`config.mk`:
```
export PLATFORM = sky130hd
export DESIGN_NAME = force_mem_readback
export DESIGN_NICKNAME = d
export VERILOG_FILES = /design/src/rtl/force_mem_readback.sv
export SDC_FILE = /design/constraint.sdc
export NUM_CORES = 1
export LEC_CHECK = 0
export BUFFER_PORTS_ARGS = -buffer_cell sky130_fd_sc_hd__buf_4
export CAP_MARGIN = 25
export CORE_ASPECT_RATIO = 1.5
export CORE_MARGIN = 1.5
export CORE_UTILIZATION = 44
export DETAILED_ROUTE_END_ITERATION = 7
export PLACE_DENSITY_LB_ADDON = 0.08
export SLEW_MARGIN = 20
export SYNTH_ARGS = -nofsm -noshare
export SYNTH_HDL_FRONTEND = slang
export SYNTH_SLANG_ARGS = --single-unit
export TNS_END_PERCENT = 1
```
`constraint.sdc`:
```
create_clock -name clk -period 7.03 [get_ports clk]
set_input_delay 1.406 -clock clk [delete_from_list [all_inputs] [get_ports clk]]
set_output_delay 1.406 -clock clk [all_outputs]
set_load 0.03 [all_outputs]
```
`src/rtl/force_mem_readback.sv`:
```
// Results-RAM reader: streams entries 0..N-1 as {Z,Y,X} beats on a valid/ready interface.
// Reads are issued only when the output FIFO has room for every word already in flight.
module force_mem_readback #(
    parameter int DATA_WIDTH         = 32,
    parameter int RESULTS_ADDR_WIDTH = 14,
    parameter int RESULTS_DATA_NUM   = 10000,
    parameter int RAM_RD_LATENCY     = 2,
    parameter int FIFO_DEPTH         = 4
) (
    input  logic                          clk,
    input  logic                          rst,
    input  logic                          start_rd,
    input  logic [RESULTS_ADDR_WIDTH:0]   num_entries,
    output logic [RESULTS_ADDR_WIDTH-1:0] mem_address,
    output logic                          mem_rden,
    input  logic [3*DATA_WIDTH-1:0]       mem_q,
    output logic [DATA_WIDTH-1:0]         force_x,
    output logic [DATA_WIDTH-1:0]         force_y,
    output logic [DATA_WIDTH-1:0]         force_z,
    output logic                          out_valid,
    input  logic                          out_ready,
    output logic                          busy,
    output logic                          done
);

    localparam int AW  = RESULTS_ADDR_WIDTH;
    localparam int CW  = RESULTS_ADDR_WIDTH + 1;
    localparam int L   = RAM_RD_LATENCY;
    localparam int PW  = $clog2(FIFO_DEPTH);
    localparam int FCW = PW + 1;
    localparam int CRW = $clog2(FIFO_DEPTH + RAM_RD_LATENCY + 2) + 1;
    localparam logic [CW-1:0] MAX_N = CW'(RESULTS_DATA_NUM);

    typedef enum logic [1:0] {
        IDLE,
        READ,
        DRAIN,
        FIN
    } state_t;

    state_t                  state;
    logic [CW-1:0]           target;
    logic [CW-1:0]           target_in;
    logic [CW-1:0]           issued;
    logic [CW-1:0]           accepted;
    logic [AW-1:0]           rd_addr;
    logic [L-1:0]            vsr;
    logic [3*DATA_WIDTH-1:0] fifo_mem [FIFO_DEPTH];
    logic [PW-1:0]           wr_ptr;
    logic [PW-1:0]           rd_ptr;
    logic [FCW-1:0]          fifo_count;
    logic [CRW-1:0]          inflight;
    logic [CRW-1:0]          credit_next;
    logic                    push;
    logic                    pop;
    logic                    can_issue;

    function automatic logic [CRW-1:0] popcnt(input logic [L-1:0] v);
        logic [CRW-1:0] n;
        n = '0;
        for (int unsigned i = 0; i < RAM_RD_LATENCY; i++) begin
            n = n + CRW'(v[i]);
        end
        return n;
    endfunction

    // Occupancy after the coming edge: FIFO entries plus every read still travelling,
    // including the one on mem_rden this cycle. A new read may only take a free slot.
    always_comb begin
        push        = vsr[L-1];
        pop         = (fifo_count != '0) && out_ready;
        inflight    = popcnt(vsr);
        credit_next = CRW'(fifo_count) + inflight + CRW'(mem_rden) - CRW'(pop);
        can_issue   = credit_next < CRW'(FIFO_DEPTH);
        target_in   = (num_entries > MAX_N) ? MAX_N : num_entries;
    end

    always_ff @(posedge clk) begin
        if (rst) begin
            state       <= IDLE;
            target      <= '0;
            issued      <= '0;
            accepted    <= '0;
            rd_addr     <= '0;
            mem_rden    <= 1'b0;
            mem_address <= '0;
            busy        <= 1'b0;
            done        <= 1'b0;
        end else begin
            mem_rden <= 1'b0;
            done     <= 1'b0;
            if (pop) begin
                accepted <= accepted + CW'(1);
            end
            case (state)
                IDLE: begin
                    if (start_rd) begin
                        target   <= target_in;
                        accepted <= '0;
                        if (target_in == '0) begin
                            state <= FIN;
                        end else begin
                            // First read goes out together with the IDLE->READ step.
                            state       <= (target_in == CW'(1)) ? DRAIN : READ;
                            busy        <= 1'b1;
                            mem_rden    <= 1'b1;
                            mem_address <= '0;
                            rd_addr     <= AW'(1);
                            issued      <= CW'(1);
                        end
                    end
                end
                READ: begin
                    if (can_issue) begin
                        mem_rden    <= 1'b1;
                        mem_address <= rd_addr;
                        rd_addr     <= rd_addr + AW'(1);
                        issued      <= issued + CW'(1);
                        if (issued + CW'(1) == target) begin
                            state <= DRAIN;
                        end
                    end
                end
                DRAIN: begin
                    if (accepted == target && fifo_count == '0) begin
                        state <= FIN;
                        busy  <= 1'b0;
                    end
                end
                FIN: begin
                    state <= IDLE;
                    done  <= 1'b1;
                end
                default: state <= IDLE;
            endcase
        end
    end

    always_ff @(posedge clk) begin
        if (rst) begin
            vsr        <= '0;
            wr_ptr     <= '0;
            rd_ptr     <= '0;
            fifo_count <= '0;
            for (int unsigned i = 0; i < FIFO_DEPTH; i++) begin
                fifo_mem[i] <= '0;
            end
        end else begin
            vsr <= (vsr << 1) | L'(mem_rden);
            if (push && !pop) begin
                assert (fifo_count != FCW'(FIFO_DEPTH));
            end
            if (push) begin
                fifo_mem[wr_ptr] <= mem_q;
                wr_ptr           <= wr_ptr + PW'(1);
            end
            if (pop) begin
                rd_ptr <= rd_ptr + PW'(1);
            end
            case ({push, pop})
                2'b10:   fifo_count <= fifo_count + FCW'(1);
                2'b01:   fifo_count <= fifo_count - FCW'(1);
                default: fifo_count <= fifo_count;
            endcase
        end
    end

    assign out_valid                   = (fifo_count != '0);
    assign {force_z, force_y, force_x} = fifo_mem[rd_ptr];

endmodule

```
# After elaboration in Yosys (flattened, before gate mapping)
# Memories as Yosys holds them, arrays and structs flattened. A register that Yosys moved wholly into a read port is not among the register bits.
# Cells that the tools add are included.
[word_totals] regBits=87 ram_bits=384 output_inout_bits=114 elab_cells=98 n_memories=1
[classes] addsub=11 order_cmp=2 eq_ne=13 muxes=43 bitwise=1 reduce_logical=14
[memory_table] name="fifo_mem" words=4 word_bits=96 read_ports=1 rd_ports_with_merged_regs=1 write_ports=4 line_no="48" rtl="logic [3*DATA_WIDTH-1:0] fifo_mem [FIFO_DEPTH];"
[ops] operator="2-to-1 mux 15 bit" n=7
[ops] operator="2-to-1 mux 96 bit" n=1
[ops] operator="OR reduction 96 bit" n=1
[ops] operator="2-to-1 mux 14 bit" n=6
[ops] operator="one-hot mux 14 bit (2 select lines)" n=2
[ops] operator="adder 15 x 1 -> 15 bit (second input constant)" n=2
[ops] operator="== test 15 bit" n=2
[ops] operator="one-hot mux 15 bit (2 select lines)" n=1
[ops] operator="2-to-1 mux 2 bit" n=9
[ops] operator="== test 15 x 1 -> 1 bit (second input constant)" n=1
[ops] operator="> comparator 15 x 14 -> 1 bit (second input constant)" n=1
[ops] operator="zero test 15 bit" n=1
[ops] operator="adder 14 x 1 -> 14 bit (second input constant)" n=1
[ops] operator="2-to-1 mux 1 bit" n=13
[ops] operator="AND reduction 4 bit" n=3
[ops] operator="!= test 2 bit (second input constant)" n=5
[ops] operator="one-hot mux 2 bit (4 select lines)" n=1
[ops] operator="== test 2 bit (second input constant)" n=3
[ops] operator="one-hot mux 3 bit (2 select lines)" n=1
[ops] operator="nonzero test 2 bit" n=3
[ops] operator="adder 2 x 1 -> 2 bit (second input constant)" n=2
[ops] operator="adder 3 x 2 -> 4 bit" n=1
[ops] operator="adder 4 x 1 -> 4 bit" n=1
[ops] operator="== test 2 x 1 -> 1 bit (second input constant)" n=2
[ops] operator="12 further kinds" n=14

# Logic depth before layout (Yosys ltp)
# Gate-level depths: netlist of run 1.
[logic_depth] ltp_word=7 mapped_depth=15 mapped_depth_nobuf=13

# Worst setup path before layout of run 1
# OpenSTA, ideal clock, no wires.
[synth_timing] path_type="register -> register" start="reg vsr[1]" end="mem fifo_mem[1][0] (netlist name), enable pin" setup_ns=0.570 arrival_time_ns=4.978 required_ns=6.460 path_slack_ns=1.482 stages_incl_launch_ff=3 n_path_buf=0 path_cell_list="dfxtp_1 -> nand2_1 -> o21bai_1"
[synth_rtl] element="from (decl)" line_no="47" rtl="logic [L-1:0] vsr;"
[synth_rtl] element="from (signal assigned)" line_no="149" rtl="vsr <= (vsr << 1) | L'(mem_rden);"
[synth_rtl] element="to (decl)" line_no="48"

# Final worst setup path of run 1
[layout_timing] start="in out_ready" end="reg rd_addr[12]"
[layout_between] elab_chain_cells=5
[layout_lines] element="from (decl)" line_no="21" rtl="input logic out_ready,"
[layout_lines] element="logical AND 1 bit" line_no="71" rtl="pop = (fifo_count != '0) && out_ready;"
[layout_lines] element="subtractor 4 x 1 -> 4 bit" line_no="73" rtl="credit_next = CRW'(fifo_count) + inflight + CRW'(mem_rden) - CRW'(pop);"
[layout_lines] element="< comparator 4 x 3 -> 1 bit" line_no="74" rtl="can_issue = credit_next < CRW'(FIFO_DEPTH);"
[layout_lines] element="!= test 2 bit (no source line)"
[layout_lines] element="AND reduction 4 bit (no source line)"
[layout_lines] element="to (signal assigned)" line_no="117" rtl="rd_addr <= rd_addr + AW'(1);"
[layout_lines] element="to (decl)" line_no="46" rtl="logic [AW-1:0] rd_addr;"
# No other way between the ends.
# A chain may end at the register's enable or synchronous reset.

==> flow_summary_export.csv, run 1 <==
group,metric,value,unit
setup_path,r2r_end,"rd_addr[12]",
setup_path,ff2ff_setup_slack,2.80,ns
placed_design,place_hpwl,29.4,mm
run_status,outcome,"finished clean",
final_layout,final_nets,1798,
final_layout,drive_above_1_share,25.5,%
cts,cts_tree,"built",
cts,clkSlewWorstSetupHoldPaths,0.06,ns
timing,slew_viol_final,0,
yosys,synth-edff-count,384,
timing,fin_crit_sh,60.8,%
placed_design,dp_cells,2213,
final_layout,area_growth,18.5,%
yosys,post_synth_num_cell_types,66,
yosys,yosysMostFrequentCell,"and2_1",
setup_path,cp.arrival,4.74,ns
cts,post_cts_resized,0,
yosys,synthFlopType,"edfxtp_1",
power,leakagePower,9.26,nW
cts,clk_latency,0.56,ns
global_routing,grt_use_met2,39.2,%
timing,setup_viol,0,
yosys,synth-seq-cells,473,
placed_design,gp_congestion,0.804,
setup_path,rr_startpoint,"fifo_count[0]",
floorplanning,die_w,181,um
global_routing,grt_pass1_wl,76.1,mm
setup_path,crit_fanout,26,
timing,tightest_slew,1.10,ns
timing,relSlewSlack,26.9,%
yosys,synth.avg_cell_area,14.3,um2
yosys,netlist.area_leader.share,55.0,%
timing,fin_crit,4.28,ns
timing,fin_tns_setup,0,ns
power,pwr-share-seq,45.0,%
drt,drt-total-wl,49.8,mm
placed_design,io_buffers,228,
yosys,yosys_warnings,0,
floorplanning,io-pin-count,229,
drt,drc,0,
global_routing,grt-busiest-layer,"met2",
drt,first_pass_iters,6,
global_routing,antenna_found_initial,7,
setup_path,rr_worst_depth,13,
hold_path,worstHoldEndpoint,"vsr[1]",
yosys,synth_common_cells,"387 x and2_1, 384 x edfxtp_1, 96 x mux4_2",
power,switching_share,28.0,%
setup_path,worstSetupEndpointType,"register",
setup_path,critPathLaunchType,"input port",
global_routing,use_met1,23.2,%
power,power_density,294,mW/mm2
cts,cts_max_path_buffers,3,
setup_path,cp.required,7.49,ns
yosys,seq_area_frac_synth,63.5,%
floorplanning,die-area,0.0490,mm2
power,power_frac_comb,20.2,%
timing,finalHoldViolations,0,
floorplanning,start_util,44.8,%
cts,numCtsBuffers,46,
drt,vias,12300,
power,ir_drop,0.307,mV
floorplanning,core,0.0468,mm2
floorplanning,die_h,270,um
setup_path,worstSetupPathType,"in -> reg",
yosys,async_flop_share,0,%
cts,cts_hold_buf,0,
global_routing,grt_pass1_vias,13100,
timing,grt_setup_unrepaired,"false",
yosys,synth_area_leaders,"edfxtp_1 55%, and2_1 12%, mux4_2 10%",
hold_path,min_path_cells,2,
cts,clock_sinks,473,
global_routing,grt_usage,20.5,%
power,internal-power,5.26,mW
global_routing,grt_max_degree,89,
global_routing,globalRouteOverflowTotal,0,
drt,wl_per_cell,21.6,um
hold_path,min_path_type,"reg -> reg",
drt,via_per_inst,5.35,
timing,skew,0.0117,ns
yosys,synth_area,0.0210,mm2
power,switchingPower,2.04,mW
hold_path,hp-start,"vsr[0]",
power,clkPwrFrac,34.7,%
cts,cts_max_level,2,
drt,final_antenna_net_count,0,
cts,cts_setup_buffers,0,
global_routing,grtUsageMet3,3.16,%
final_layout,finalNonFillerCells,2301,
run,cap_violations,0,
cts,cts_root_buffer,"clkbuf_16",
drt,dr.first_iter.drc_count,691,
yosys,synthCells,1464,
floorplanning,rows,97,
yosys,synth_fp_nets,1594,
yosys,synth_area_leader_cell,"edfxtp_1",
timing,fmax,0.234,GHz
-- kinds of logic (layout without fill, tap and decap cells) --
| kind of cell | after synthesis | after routing | synth area share, % |
|---|---|---|---|
| mux | 98 | 98 | 10.4 |
| fa+ha+maj | 15 | 15 | 0.967 |
| simple gates | 579 | 579 | 16.2 |
| buf+inv | 111 | 351 | 2.27 |
| flops | 473 | 473 | 63.5 |
| compound gates | 137 | 137 | 4.57 |
| xor+xnor | 51 | 51 | 2.13 |
| other cells | 0 | 3 | 0 |
-- critical path: stages --
cell and delay [ns]:
buf_4 0.10, and2_1 0.28, ha_1 0.34, inv_1 0.04, fa_1 0.36, ha_1 0.28, a31o_2 0.21, nor3_1 0.30
o21ai_0 0.23, a21oi_4 0.55, buf_16 0.24, a41oi_1 0.12, a311oi_1 0.26
-- through the flow --
stage	utilization, %	worst slack, ns	power (mW)	area (um2)	hold slack [ns]
final	53.1	2.75	7.30	24900	0.455
after global routing	53.1	2.44	7.59	24900	0.477
after CTS	53.0	2.62	7.39	24800	0.458
after detailed placement	49.8	2.18	4.85	23300	0.449
after global placement	49.6	1.99	4.80	23200	0.437
after floorplan	-	1.48	4.30	21000	0.422
-- metal layers --
| layer | vias to the layer above | share of wire, % | wire length [um] |
|---|---|---|---|
| met5 | - | 0.12 | 59 |
| met1 | 6183 | 38 | 18800 |
| met2 | 258 | 55 | 27600 |
| met3 | 71 | 4.2 | 2100 |
| li1 | 5792 | - | - |
| met4 | 8 | 2.4 | 1190 |
-- cells in the final DEF (no fill, tap or decap), types with 8 or more instances in the layout --
master     count
ha_1          13
clkinv_1      13
a311oi_1       9
and2_1       387
nand2_1       36
mux4_2        96
a22o_1         9
buf_4        239
xor2_1        32
a22oi_1       17
clkbuf_1       8
edfxtp_1     384
nand3_1       15
o21ai_0       28
xnor2_1       19
inv_1         21
clkbuf_16     47
nor2_1        66
a21oi_1       32
dfxtp_1       87
or3_1         15
-- registers in the layout, summed over array words and instances, names as in the netlist, named ones only --
signal,cells
accepted,15
busy,1
done,1
fifo_count,3
fifo_mem,384
issued,15
mem_address,14
mem_rden,1
rd_addr,14
rd_ptr,2
state,2
target,15
vsr,2
wr_ptr,2
-- power groups by stage --
stage                     clock network [mW]  logic, mW  registers, mW
after floorplan                            0      0.999           3.30
after global placement                     0       1.45           3.35
after detailed placement                   0       1.50           3.35
after CTS                               2.60       1.50           3.29
after global routing                    2.69       1.59           3.31
final                                   2.54       1.48           3.29
-- worst max-delay path by stage --
stage,from,to
6_report,out_ready,rd_addr[12]
5_1_grt,out_ready,issued[8]
4_1_cts,register,force_x[4]
3_5_place_dp,out_ready,issued[9]
3_3_place_gp,out_ready,issued[8]
2_1_floorplan,vsr[1],fifo_mem[1][0]
-- layout make-up --
cell class	count	area (um2)
multi-input cells	880	7250
clock buffers	55	1210
well taps	594	743
fillers	3991	22000
diodes	3	7.51
inverters	21	78.8
clock inverters	29	314
flip-flops and latches	473	13300
repair buffers	246	1940
Note: power is estimated with default switching activity, not from simulation.
==> run 2: changes to the inputs <==
Clock period 7.03 ns to 4.4 ns, I/O delays scaled along.
==> run 2 against run 1 <==
Net effect: flip-flop and latch count did not move; clock skew is 0.0064 ns higher; die area did not move; critical path depth unchanged; clock-buffer cell count grew 3; critical endpoint is now state[0]; largest cell class unchanged; largest power group unchanged; highest routed layer unchanged.
==> flow_summary_export.csv, run 2 (synthesis gave the netlist of run 1 again) <==
group,metric,value,unit
drt,first_pass_iters,5,
cts,post_cts_resized,0,
timing,skew,0.0181,ns
final_layout,final_nets,1807,
drt,vias,12400,
cts,clk_latency,0.56,ns
timing,relSlewSlack,48.6,%
drt,dr.first_iter.drc_count,733,
global_routing,grt_usage,20.6,%
timing,fin_tns_setup,0,ns
final_layout,fill_cells,4039,
floorplanning,rows,97,
global_routing,grt_pass1_vias,13000,
setup_path,worstSetupPathType,"reg -> reg",
hold_path,min_path_type,"reg -> reg",
final_layout,regMostFlops,"fifo_mem",
floorplanning,die_h,270,um
cts,cts_max_level,2,
timing,slew_viol_final,0,
setup_path,worstSetupEndpointType,"register",
global_routing,antenna_found_initial,5,
timing,fmax,0.266,GHz
setup_path,rr_startpoint,"fifo_count[0]",
power,power_frac_comb,20.6,%
power,internal-power,8.32,mW
power,ir_drop,0.560,mV
final_layout,area_growth,18.8,%
cts,cts_max_path_buffers,3,
floorplanning,core,0.0468,mm2
final_layout,layout_commonest_cell,"and2_1",
cts,clkSlewWorstSetupHoldPaths,0.07,ns
drt,drt-total-wl,49.9,mm
drt,wl_per_cell,21.6,um
timing,tightest_slew,0.770,ns
run_status,outcome,"finished clean",
final_layout,multi_input_area,0.00723,mm2
cts,cts_hold_buf,0,
setup_path,crit_fanout,4,
setup_path,worstSetupStartpoint,"fifo_count[0]",
global_routing,globalRouteOverflowTotal,0,
setup_path,cp.required,4.88,ns
floorplanning,die_w,181,um
final_layout,layout_common_cells,"387 x and2_1, 384 x edfxtp_1, 244 x buf_4, 96 x mux4_2, 87 x dfxtp_1",
run,cap_violations,0,
cts,clock_sinks,473,
global_routing,grt_max_degree,97,
floorplanning,start_util,44.8,%
power,leakagePower,9.30,nW
power,power_density,466,mW/mm2
power,switchingPower,3.29,mW
final_layout,largest_reg_flops,384,
timing,fin_crit_sh,85.4,%
placed_design,place_hpwl,29.1,mm
floorplanning,io-pin-count,229,
placed_design,gp_congestion,0.832,
timing,fin_crit,3.76,ns
hold_path,hp-start,"vsr[0]",
power,clkPwrFrac,34.4,%
setup_path,crit_chain,"or3_1 > and2_1 > ha_1 > inv_1 > fa_1 > ha_1 > a31o_2 > nor3_1 > nor2_1 > nor4_1 > a41oi_2 > or4_1 > o31ai_1",
drt,via_per_inst,5.35,
cts,cts_tree,"built",
power,pwr-share-seq,45.0,%
timing,grt_setup_unrepaired,"false",
setup_path,critPathMaxStageDelay,0.53,ns
drt,final_antenna_net_count,0,
global_routing,grt_pass1_wl,76.8,mm
setup_path,cp.arrival,4.24,ns
cts,numCtsBuffers,47,
final_layout,ff_latch_area,0.0133,mm2
setup_path,critPathLaunchType,"register",
power,switching_share,28.3,%
timing,finalHoldViolations,0,
placed_design,io_buffers,228,
cts,cts_setup_buffers,0,
timing,setup_ws,0.641,ns
drt,drc,0,
setup_path,cpMostUsedCell,"ha_1",
timing,setup_viol,0,
cts,cts_root_buffer,"clkbuf_16",
floorplanning,die-area,0.0490,mm2
setup_path,slowest_stage,"or4_1",
placed_design,pre_cts_ws,0.483,ns
final_layout,drive_above_1_share,26.0,%
[run 2: cell count changes in the layout (fill, tap and decap cells not counted), moves of 2 or more]
cell / change
clkinv_2: +4
clkbuf_16: +2
bufinv_16: -3
buf_12: +6
clkinv_1: -4
clkinvlp_4: +2
buf_16: -2
buf_4: +5
[run 2: path summary, 6_finish.rpt]
kind,to,slack [ns],cells past startpoint
setup / recovery,state[0],0.64,13
hold reg to reg,vsr[1],0.46,2
hold / removal,vsr[1],0.46,2
setup reg to reg,state[0],0.64,13
[run 2: layout make-up]
cell class | instances | share of cell area [%]
sequential | 473 | 53.4
clock inverter | 28 | 1.01
antenna | 2 | 0.0201
tap | 594 | 2.98
timing repair buffer | 254 | 8.15
multi-input combinational | 880 | 29.0
inverter | 21 | 0.316
clock buffer | 58 | 5.06
[run 2: critical path: cells and delay by family (launching register included)]
kind / cells / cell delay [ns]
compound gates: 3 / 0.47
fa+ha+maj: 3 / 0.91
buf+inv: 1 / 0.04
flops: 1 / 0.36
simple gates: 6 / 1.89
[run 2: metal layers]
layer	up-vias	part of all wire [%]	GRT usage (%)
met5	-	0.080	0
met4	6	2.2	6.29
met3	66	4.9	3.57
met2	277	53	37.8
met1	6206	39	24.4
li1	5810	-	-
[run 2: power groups by stage]
stage	registers [mW]	clock network (mW)	logic, mW
4_1_cts	5.24	4.09	2.43
2_1_floorplan	5.27	0	1.60
3_5_place_dp	5.34	0	2.43
5_1_grt	5.26	4.27	2.57
3_3_place_gp	5.32	0	2.41
6_report	5.23	3.99	2.39
[run 2: stage by stage]
| step | std cells | hold WS, ns | total power [mW] | util, % | cell area [um2] |
|---|---|---|---|---|---|
| after floorplan | 1464 | 0.422 | 6.86 | - | 21000 |
| after global placement | 2222 | 0.434 | 7.74 | 50.0 | 23400 |
| after detailed placement | 2222 | 0.438 | 7.76 | 50.0 | 23400 |
| after CTS | 2308 | 0.460 | 11.8 | 53.2 | 24900 |
| after global routing | 2310 | 0.490 | 12.1 | 53.2 | 24900 |
| final | 2310 | 0.457 | 11.6 | 53.2 | 24900 |
